--- config.mk ---
export PLATFORM = sky130hd
export DESIGN_NAME = mem_bus_arbiter
export DESIGN_NICKNAME = d
export VERILOG_FILES = /design/src/rtl/mem_bus_arbiter.sv
export SDC_FILE = /design/constraint.sdc
export NUM_CORES = 1
export LEC_CHECK = 0
export BUFFER_PORTS_ARGS = -buffer_cell sky130_fd_sc_hd__buf_2
export CORE_ASPECT_RATIO = 1.25
export CORE_MARGIN = 2
export CORE_UTILIZATION = 35
export DETAILED_ROUTE_END_ITERATION = 8
export PLACE_DENSITY = 0.59
export SLEW_MARGIN = 15
export SYNTH_ARGS = -nofsm -noshare
export SYNTH_HDL_FRONTEND = slang
export SYNTH_SLANG_ARGS = --single-unit
--- constraint.sdc ---
create_clock -name clk -period 5.14 [get_ports clk]
set_input_delay 0.771 -clock clk [delete_from_list [all_inputs] [get_ports clk]]
set_output_delay 0.771 -clock clk [all_outputs]
set_load 0.01 [all_outputs]
--- src/rtl/mem_bus_arbiter.sv ---
// rtl/mem_bus_arbiter.sv - five-slot round-robin arbiter onto a single qspi read/write bus
// Slots: 0 i_rd, 1 d_rd, 2 d_wr, 3 u_rd, 4 u_wr; one downstream transaction in flight at a time.
module mem_bus_arbiter #(
  parameter int unsigned TIMEOUT = 4095
) (
  input  logic        clk,
  input  logic        rst,
  input  logic        i_read_req,
  input  logic        i_read_w,
  input  logic        i_read_hw,
  input  logic [31:0] i_read_adr,
  input  logic        d_read_req,
  input  logic        d_read_w,
  input  logic        d_read_hw,
  input  logic [31:0] d_read_adr,
  input  logic        d_write_req,
  input  logic        d_write_w,
  input  logic        d_write_hw,
  input  logic [31:0] d_write_adr,
  input  logic [31:0] d_write_data,
  input  logic        u_read_req,
  input  logic        u_read_w,
  input  logic [31:0] u_read_adr,
  input  logic        u_write_req,
  input  logic        u_write_w,
  input  logic [31:0] u_write_adr,
  input  logic [31:0] u_write_data,
  output logic        read_req,
  output logic        read_w,
  output logic        read_hw,
  output logic [31:0] read_adr,
  output logic        write_req,
  output logic        write_w,
  output logic        write_hw,
  output logic [31:0] write_adr,
  output logic [31:0] write_data,
  input  logic        read_valid,
  input  logic        write_finish,
  output logic        i_read_valid,
  output logic        d_read_valid,
  output logic        u_read_valid,
  output logic        d_write_finish,
  output logic        u_write_finish,
  output logic        busy,
  output logic        bus_timeout
);

  typedef enum logic [1:0] {IDLE, RD_WAIT, WR_WAIT} state_t;

  localparam logic [15:0] TMO_LAST = 16'(TIMEOUT - 1);

  state_t      state_q, state_d;
  logic [4:0]  pend_q, pend_d;
  logic [4:0]  w_q, w_d, hw_q, hw_d;
  logic [31:0] adr_q [5];
  logic [31:0] adr_d [5];
  logic [31:0] d_wdata_q, d_wdata_d, u_wdata_q, u_wdata_d;
  logic [2:0]  last_q, last_d, grant_q, grant_d;
  logic [15:0] cnt_q, cnt_d;

  logic        rd_req_q, rd_req_d, rd_w_q, rd_w_d, rd_hw_q, rd_hw_d;
  logic [31:0] rd_adr_q, rd_adr_d;
  logic        wr_req_q, wr_req_d, wr_w_q, wr_w_d, wr_hw_q, wr_hw_d;
  logic [31:0] wr_adr_q, wr_adr_d, wr_data_q, wr_data_d;

  logic [4:0]  req_v, req_w, req_hw;
  logic [31:0] req_adr [5];
  logic        done, tmo, finish, found;
  logic [2:0]  sel, cand;
  logic [4:0]  cpl;

  assign req_v  = {u_write_req, u_read_req, d_write_req, d_read_req, i_read_req};
  assign req_w  = {u_write_w, u_read_w, d_write_w, d_read_w, i_read_w};
  assign req_hw = {1'b0, 1'b0, d_write_hw, d_read_hw, i_read_hw};
  assign req_adr[0] = i_read_adr;
  assign req_adr[1] = d_read_adr;
  assign req_adr[2] = d_write_adr;
  assign req_adr[3] = u_read_adr;
  assign req_adr[4] = u_write_adr;

  function automatic logic [2:0] wrap5(input logic [3:0] v);
    return (v >= 4'd5) ? 3'(v - 4'd5) : v[2:0];
  endfunction

  // Completion is combinational so the source pulse lines up with downstream read data.
  assign done   = ((state_q == RD_WAIT) && read_valid) || ((state_q == WR_WAIT) && write_finish);
  assign tmo    = (state_q != IDLE) && (cnt_q == TMO_LAST);
  assign finish = done || tmo;
  assign cpl    = (finish && !rst) ? (5'b00001 << grant_q) : 5'b00000;

  assign i_read_valid   = cpl[0];
  assign d_read_valid   = cpl[1];
  assign d_write_finish = cpl[2];
  assign u_read_valid   = cpl[3];
  assign u_write_finish = cpl[4];
  assign bus_timeout    = tmo && !rst;
  assign busy           = !rst && ((state_q != IDLE) || (|pend_q));

  assign read_req   = rd_req_q;
  assign read_w     = rd_w_q;
  assign read_hw    = rd_hw_q;
  assign read_adr   = rd_adr_q;
  assign write_req  = wr_req_q;
  assign write_w    = wr_w_q;
  assign write_hw   = wr_hw_q;
  assign write_adr  = wr_adr_q;
  assign write_data = wr_data_q;

  always_comb begin
    found = 1'b0;
    sel   = 3'd0;
    cand  = 3'd0;
    for (int k = 1; k <= 5; k++) begin
      cand = wrap5(4'(last_q) + 4'(k));
      if (!found && pend_q[cand]) begin
        found = 1'b1;
        sel   = cand;
      end
    end
  end

  always_comb begin
    state_d   = state_q;
    pend_d    = pend_q;
    w_d       = w_q;
    hw_d      = hw_q;
    adr_d     = adr_q;
    d_wdata_d = d_wdata_q;
    u_wdata_d = u_wdata_q;
    last_d    = last_q;
    grant_d   = grant_q;
    cnt_d     = cnt_q;
    rd_req_d  = 1'b0;
    rd_w_d    = rd_w_q;
    rd_hw_d   = rd_hw_q;
    rd_adr_d  = rd_adr_q;
    wr_req_d  = 1'b0;
    wr_w_d    = wr_w_q;
    wr_hw_d   = wr_hw_q;
    wr_adr_d  = wr_adr_q;
    wr_data_d = wr_data_q;

    case (state_q)
      IDLE: begin
        if (found) begin
          grant_d = sel;
          last_d  = sel;
          cnt_d   = 16'd0;
          if (sel == 3'd2 || sel == 3'd4) begin
            state_d   = WR_WAIT;
            wr_req_d  = 1'b1;
            wr_w_d    = w_q[sel];
            wr_hw_d   = hw_q[sel];
            wr_adr_d  = adr_q[sel];
            wr_data_d = (sel == 3'd2) ? d_wdata_q : u_wdata_q;
          end else begin
            state_d  = RD_WAIT;
            rd_req_d = 1'b1;
            rd_w_d   = w_q[sel];
            rd_hw_d  = hw_q[sel];
            rd_adr_d = adr_q[sel];
          end
        end
      end
      RD_WAIT, WR_WAIT: begin
        if (finish) begin
          pend_d[grant_q] = 1'b0;
          state_d         = IDLE;
        end else begin
          cnt_d = cnt_q + 16'd1;
        end
      end
      default: state_d = IDLE;
    endcase

    // Accept after the clear above so a re-request in the completion cycle wins.
    for (int i = 0; i < 5; i++) begin
      if (req_v[i] && !pend_d[i]) begin
        pend_d[i] = 1'b1;
        w_d[i]    = req_w[i];
        hw_d[i]   = req_hw[i];
        adr_d[i]  = req_adr[i];
      end
    end
    if (d_write_req && !pend_q[2]) d_wdata_d = d_write_data;
    if (d_write_req && finish && grant_q == 3'd2) d_wdata_d = d_write_data;
    if (u_write_req && !pend_q[4]) u_wdata_d = u_write_data;
    if (u_write_req && finish && grant_q == 3'd4) u_wdata_d = u_write_data;
  end

  always_ff @(posedge clk) begin
    if (rst) begin
      state_q   <= IDLE;
      pend_q    <= '0;
      w_q       <= '0;
      hw_q      <= '0;
      for (int i = 0; i < 5; i++) adr_q[i] <= '0;
      d_wdata_q <= '0;
      u_wdata_q <= '0;
      last_q    <= 3'd4;
      grant_q   <= '0;
      cnt_q     <= '0;
      rd_req_q  <= 1'b0;
      rd_w_q    <= 1'b0;
      rd_hw_q   <= 1'b0;
      rd_adr_q  <= '0;
      wr_req_q  <= 1'b0;
      wr_w_q    <= 1'b0;
      wr_hw_q   <= 1'b0;
      wr_adr_q  <= '0;
      wr_data_q <= '0;
    end else begin
      state_q   <= state_d;
      pend_q    <= pend_d;
      w_q       <= w_d;
      hw_q      <= hw_d;
      adr_q     <= adr_d;
      d_wdata_q <= d_wdata_d;
      u_wdata_q <= u_wdata_d;
      last_q    <= last_d;
      grant_q   <= grant_d;
      cnt_q     <= cnt_d;
      rd_req_q  <= rd_req_d;
      rd_w_q    <= rd_w_d;
      rd_hw_q   <= rd_hw_d;
      rd_adr_q  <= rd_adr_d;
      wr_req_q  <= wr_req_d;
      wr_w_q    <= wr_w_d;
      wr_hw_q   <= wr_hw_d;
      wr_adr_q  <= wr_adr_d;
      wr_data_q <= wr_data_d;
    end
  end

endmodule
==> impl_metrics.csv <==
group,metric,value,unit
run_status,result_of_the_run,"complete, no violations",
clocking,tritoncts,"done",
sta,timing.final.max_slew_violations,0,
route,vias_per_cell,5.31,
sta,setup_tns_final,0,ns
clocking,ctsRootBufferMaster,"sky130_fd_sc_hd__clkbuf_16",
synthesis,post_synth_and_or_nand_nor_area_fraction,19.0,%
floorplan,num_io_pins,350,
cells_and_area,final_cell_area,19400,um2
worst_hold_path,min_delay_worst_type,"in2reg",
global_route,grt_max_degree,144,
route,wl_per_cell,19.7,um
power,power_density,809,nW/um2
placement,detailed_place.area,18000,um2
synthesis,synth.area.top_cells,"sky130_fd_sc_hd__dfxtp_1 (45%), sky130_fd_sc_hd__nand2_1 (14%), sky130_fd_sc_hd__a21oi_1 (9.9%)",
placement,gpl.final_weighted_congestion,0.929,
synthesis,syn-instance-count,1923,
global_route,total_gr_overflow,0,
power,p_int,8200,uW
synthesis,proportion_of_synthesized_chip_area_in_sequential_cells,45.2,%
setup_path,crit_path_max_fanout,12,
sta,max_slew_margin,24.0,%
placement,dp_worst_setup_slack,0.293,ns
cells_and_area,nNetsFinal,2447,
clocking,cts_sinks,361,
clocking,clock_path_buffers,3,
synthesis,synth_top_family_by_area,"compound AO/OA/AOI/OAI gates",
route,drt.antenna.violating_nets,0,
sta,tightest_pin_transition,1.14,ns
cells_and_area,drive_gt1_share,23.6,%
synthesis,yosysMostFrequentCell,"sky130_fd_sc_hd__nand2_1",
power,static-leakage-power,0.00800,uW
synthesis,synthDominantCellAreaShare,45.2,%
synthesis,async_reset_ff_share,0,%
setup_path,timing.setup.critical_path_class,"reg2reg",
global_route,grt_use_total,22.3,%
synthesis,syn-num-nets,2181,
sta,post_route_clock_skew,0.0197,ns
synthesis,synthesized_area_fraction_occupied_by_ao_oa_aoi_and_oai_cells,23.1,%
synthesis,synthesized_area_per_cell,8.31,um2
setup_path,setup.worst_path.start_class,"flip-flop",
power,vdd_ir_drop_max,1.20,mV
sta,hold_viol_final,0,
power,share_of_total_power_in_the_clock_network,18.9,%
route,dr_total_vias,14900,
synthesis,post_synth_most_frequent_cells,"sky130_fd_sc_hd__nand2_1 (595), sky130_fd_sc_hd__dfxtp_1 (361), sky130_fd_sc_hd__a21oi_1 (316)",
synthesis,yosys.area.top_type,"sky130_fd_sc_hd__dfxtp_1",
power,power.share.combinational,59.4,%
synthesis,ys_warn_count,0,
synthesis,synth-seq-cells,361,
sta,fin_hold_ws,0.440,ns
clocking,cts_buffers,41,
floorplan,floorplan.die_area,47400,um2
placement,io_buffers,349,
setup_path,critPathRequiredTime,5.54,ns
power,power.switching,7500,uW
floorplan,fp.dieH,243,um
global_route,grt_pass1_vias,14300,
cells_and_area,fill_cells,4595,
synthesis,synth_area,16000,um2
cells_and_area,areaGrowthSynthToFinish,21.5,%
clocking,htreeDepth,2,
sta,share_of_the_cycle_needed_by_the_critical_path_after_routing,91.4,%
clocking,post_cts.resized_instances,0,
floorplan,placeableCoreArea,45100,um2
power,switching_share,47.8,%
floorplan,die_w,195,um
clocking,hold_buffers,0,
sta,final_period_minus_worst_setup_slack,4.70,ns
synthesis,synth_xor_xnor_area_share,0.987,%
run,drv_cap,0,
sta,report.final.setup_viol,0,
placement,hpwl,38100,um
synthesis,post_synth_edffs,0,
clocking,cts.reportedPaths.clkPinSlew,0.06,ns
sta,fmaxAchievable,213,MHz
power,p_seq_share,21.8,%
synthesis,post_synth_fa_ha_maj_area_fraction,1.38,%
floorplan,start_util,35.4,%
synthesis,muxShareOfSynthArea,4.93,%
route,drt_pre_antenna_iters,5,
global_route,antenna_violations_before_repair,4,
synthesis,ys_types,92,
route,detailedRoute.firstIterationViolations,1001,
route,remaining_drc_errors,0,
setup_path,end_kind,"flip-flop",
clocking,postCtsSetupBuffers,0,
synthesis,postSynth.topFlopCell,"sky130_fd_sc_hd__dfxtp_1",
setup_path,worst_ep_arrival_time,5.10,ns
sta,finalWorstSetupSlack,0.440,ns
route,drt_wl_total,55100,um
cells_and_area,finalCoreUtilization,43.1,%
floorplan,floorplan.rows,87,
clocking,clkLatencyLatePin,0.57,ns
global_route,grt_first_pass_wirelength,83200,um
sta,grt_setup_unrepaired,"false",
==> flip-flops by register name, summed over array words and instances, names as in the netlist, 2 cells and up <==
signal and count:
adr_q 160, hw_q 3, u_wdata_q 32, pend_q 5, d_wdata_q 32, cnt_q 16
last_q 3, read_adr 32, write_data 32, write_adr 32, w_q 5, state_q 2
==> cell type report <==
cell class                 instances  area [um2]  area share [%]
multi-input combinational       1388        7970            41.1
clock inverter                    17         163           0.838
clock buffer                      57        1200            6.17
timing repair buffer             381        2060            10.6
sequential                       361        7230            37.2
tap                              578         723            3.72
inverter                          16        60.1           0.309
antenna                            5        12.5          0.0644
==> logic make-up (layout without fill, tap and decap cells) <==
kind of cell / count (synthesis) / in the layout
adders and majority gates: 17 / 17
muxes: 78 / 78
other: 0 / 5
xor gates and xnor gates: 18 / 18
and+or+nand+nor: 727 / 727
AOI/OAI and AO/OA: 547 / 548
buffers and inverters: 175 / 471
DFF: 361 / 361
==> per-layer routing <==
| metal | GRT usage, % | share of wire (%) | vias to the layer above |
|---|---|---|---|
| met1 | 28.9 | 43 | 7049 |
| li1 | - | - | 7194 |
| met5 | 0 | 0.022 | - |
| met2 | 36.7 | 47 | 513 |
| met4 | 8.02 | 3.4 | 2 |
| met3 | 4.74 | 6.9 | 113 |
==> worst max-delay path: stages (launching register included) <==
cell and delay, ns:
sky130_fd_sc_hd__dfxtp_1 0.57, sky130_fd_sc_hd__inv_1 0.30, sky130_fd_sc_hd__ha_1 0.27, sky130_fd_sc_hd__ha_1 0.42
sky130_fd_sc_hd__a31oi_4 0.26, sky130_fd_sc_hd__xor2_1 0.27, sky130_fd_sc_hd__mux2i_2 0.38, sky130_fd_sc_hd__a21oi_2 0.14
sky130_fd_sc_hd__a221oi_1 0.55, sky130_fd_sc_hd__o211ai_4 0.18, sky130_fd_sc_hd__o21ba_1 0.34, sky130_fd_sc_hd__nor2_4 0.52
sky130_fd_sc_hd__buf_12 0.22, sky130_fd_sc_hd__a311oi_2 0.09
==> cells in the final DEF, fill, tap and decap left out, types with 6 or more instances in the layout <==
| master | Yosys | routed |
|---|---|---|
| sky130_fd_sc_hd__nand2_1 | 595 | 592 |
| sky130_fd_sc_hd__dfxtp_1 | 361 | 361 |
| sky130_fd_sc_hd__buf_2 | 20 | 348 |
| sky130_fd_sc_hd__a21oi_1 | 316 | 314 |
| sky130_fd_sc_hd__mux2i_1 | 75 | 75 |
| sky130_fd_sc_hd__o21ai_0 | 42 | 42 |
| sky130_fd_sc_hd__clkbuf_16 | 0 | 42 |
| sky130_fd_sc_hd__nor2_1 | 37 | 37 |
| sky130_fd_sc_hd__a32o_1 | 33 | 33 |
| sky130_fd_sc_hd__o22a_1 | 33 | 33 |
| sky130_fd_sc_hd__a22oi_1 | 33 | 33 |
| sky130_fd_sc_hd__a311oi_2 | 30 | 30 |
| sky130_fd_sc_hd__buf_4 | 12 | 27 |
| sky130_fd_sc_hd__xor2_1 | 15 | 15 |
| sky130_fd_sc_hd__ha_1 | 16 | 15 |
| sky130_fd_sc_hd__inv_1 | 14 | 14 |
| sky130_fd_sc_hd__and2_1 | 15 | 11 |
| sky130_fd_sc_hd__nand2b_1 | 12 | 11 |
| sky130_fd_sc_hd__nand3_1 | 11 | 11 |
| sky130_fd_sc_hd__clkinv_2 | 0 | 9 |
| sky130_fd_sc_hd__clkbuf_8 | 0 | 9 |
| sky130_fd_sc_hd__nand4_1 | 7 | 7 |
| sky130_fd_sc_hd__and3_1 | 6 | 6 |
| sky130_fd_sc_hd__clkbuf_1 | 111 | 6 |
==> power by group through the flow <==
stage	registers (uW)	logic, uW	clock network (uW)
2_1_floorplan	3500	6940	0
3_3_place_gp	3470	9070	0
3_5_place_dp	3470	9200	0
4_1_cts	3420	9220	3030
5_1_grt	3440	9960	3140
6_report	3420	9320	2960
==> final timing paths <==
path / from / to / slack (ns) / cells after the start
min reg2reg: adr_q[71] / adr_q[71] / 0.45 / 2
max: last_q[1] / write_adr[4] / 0.44 / 13
max reg2reg: last_q[1] / write_adr[4] / 0.44 / 13
min: d_read_adr[5] / adr_q[101] / 0.44 / 3
==> per-stage QoR <==
step / power (uW) / std cells
6_report: 15700 / 2803
5_1_grt: 16600 / 2799
4_1_cts: 15700 / 2797
3_5_place_dp: 12700 / 2723
3_3_place_gp: 12500 / 2723
2_1_floorplan: 10400 / 1923
No activity file was read; power rests on OpenSTA's default activity.
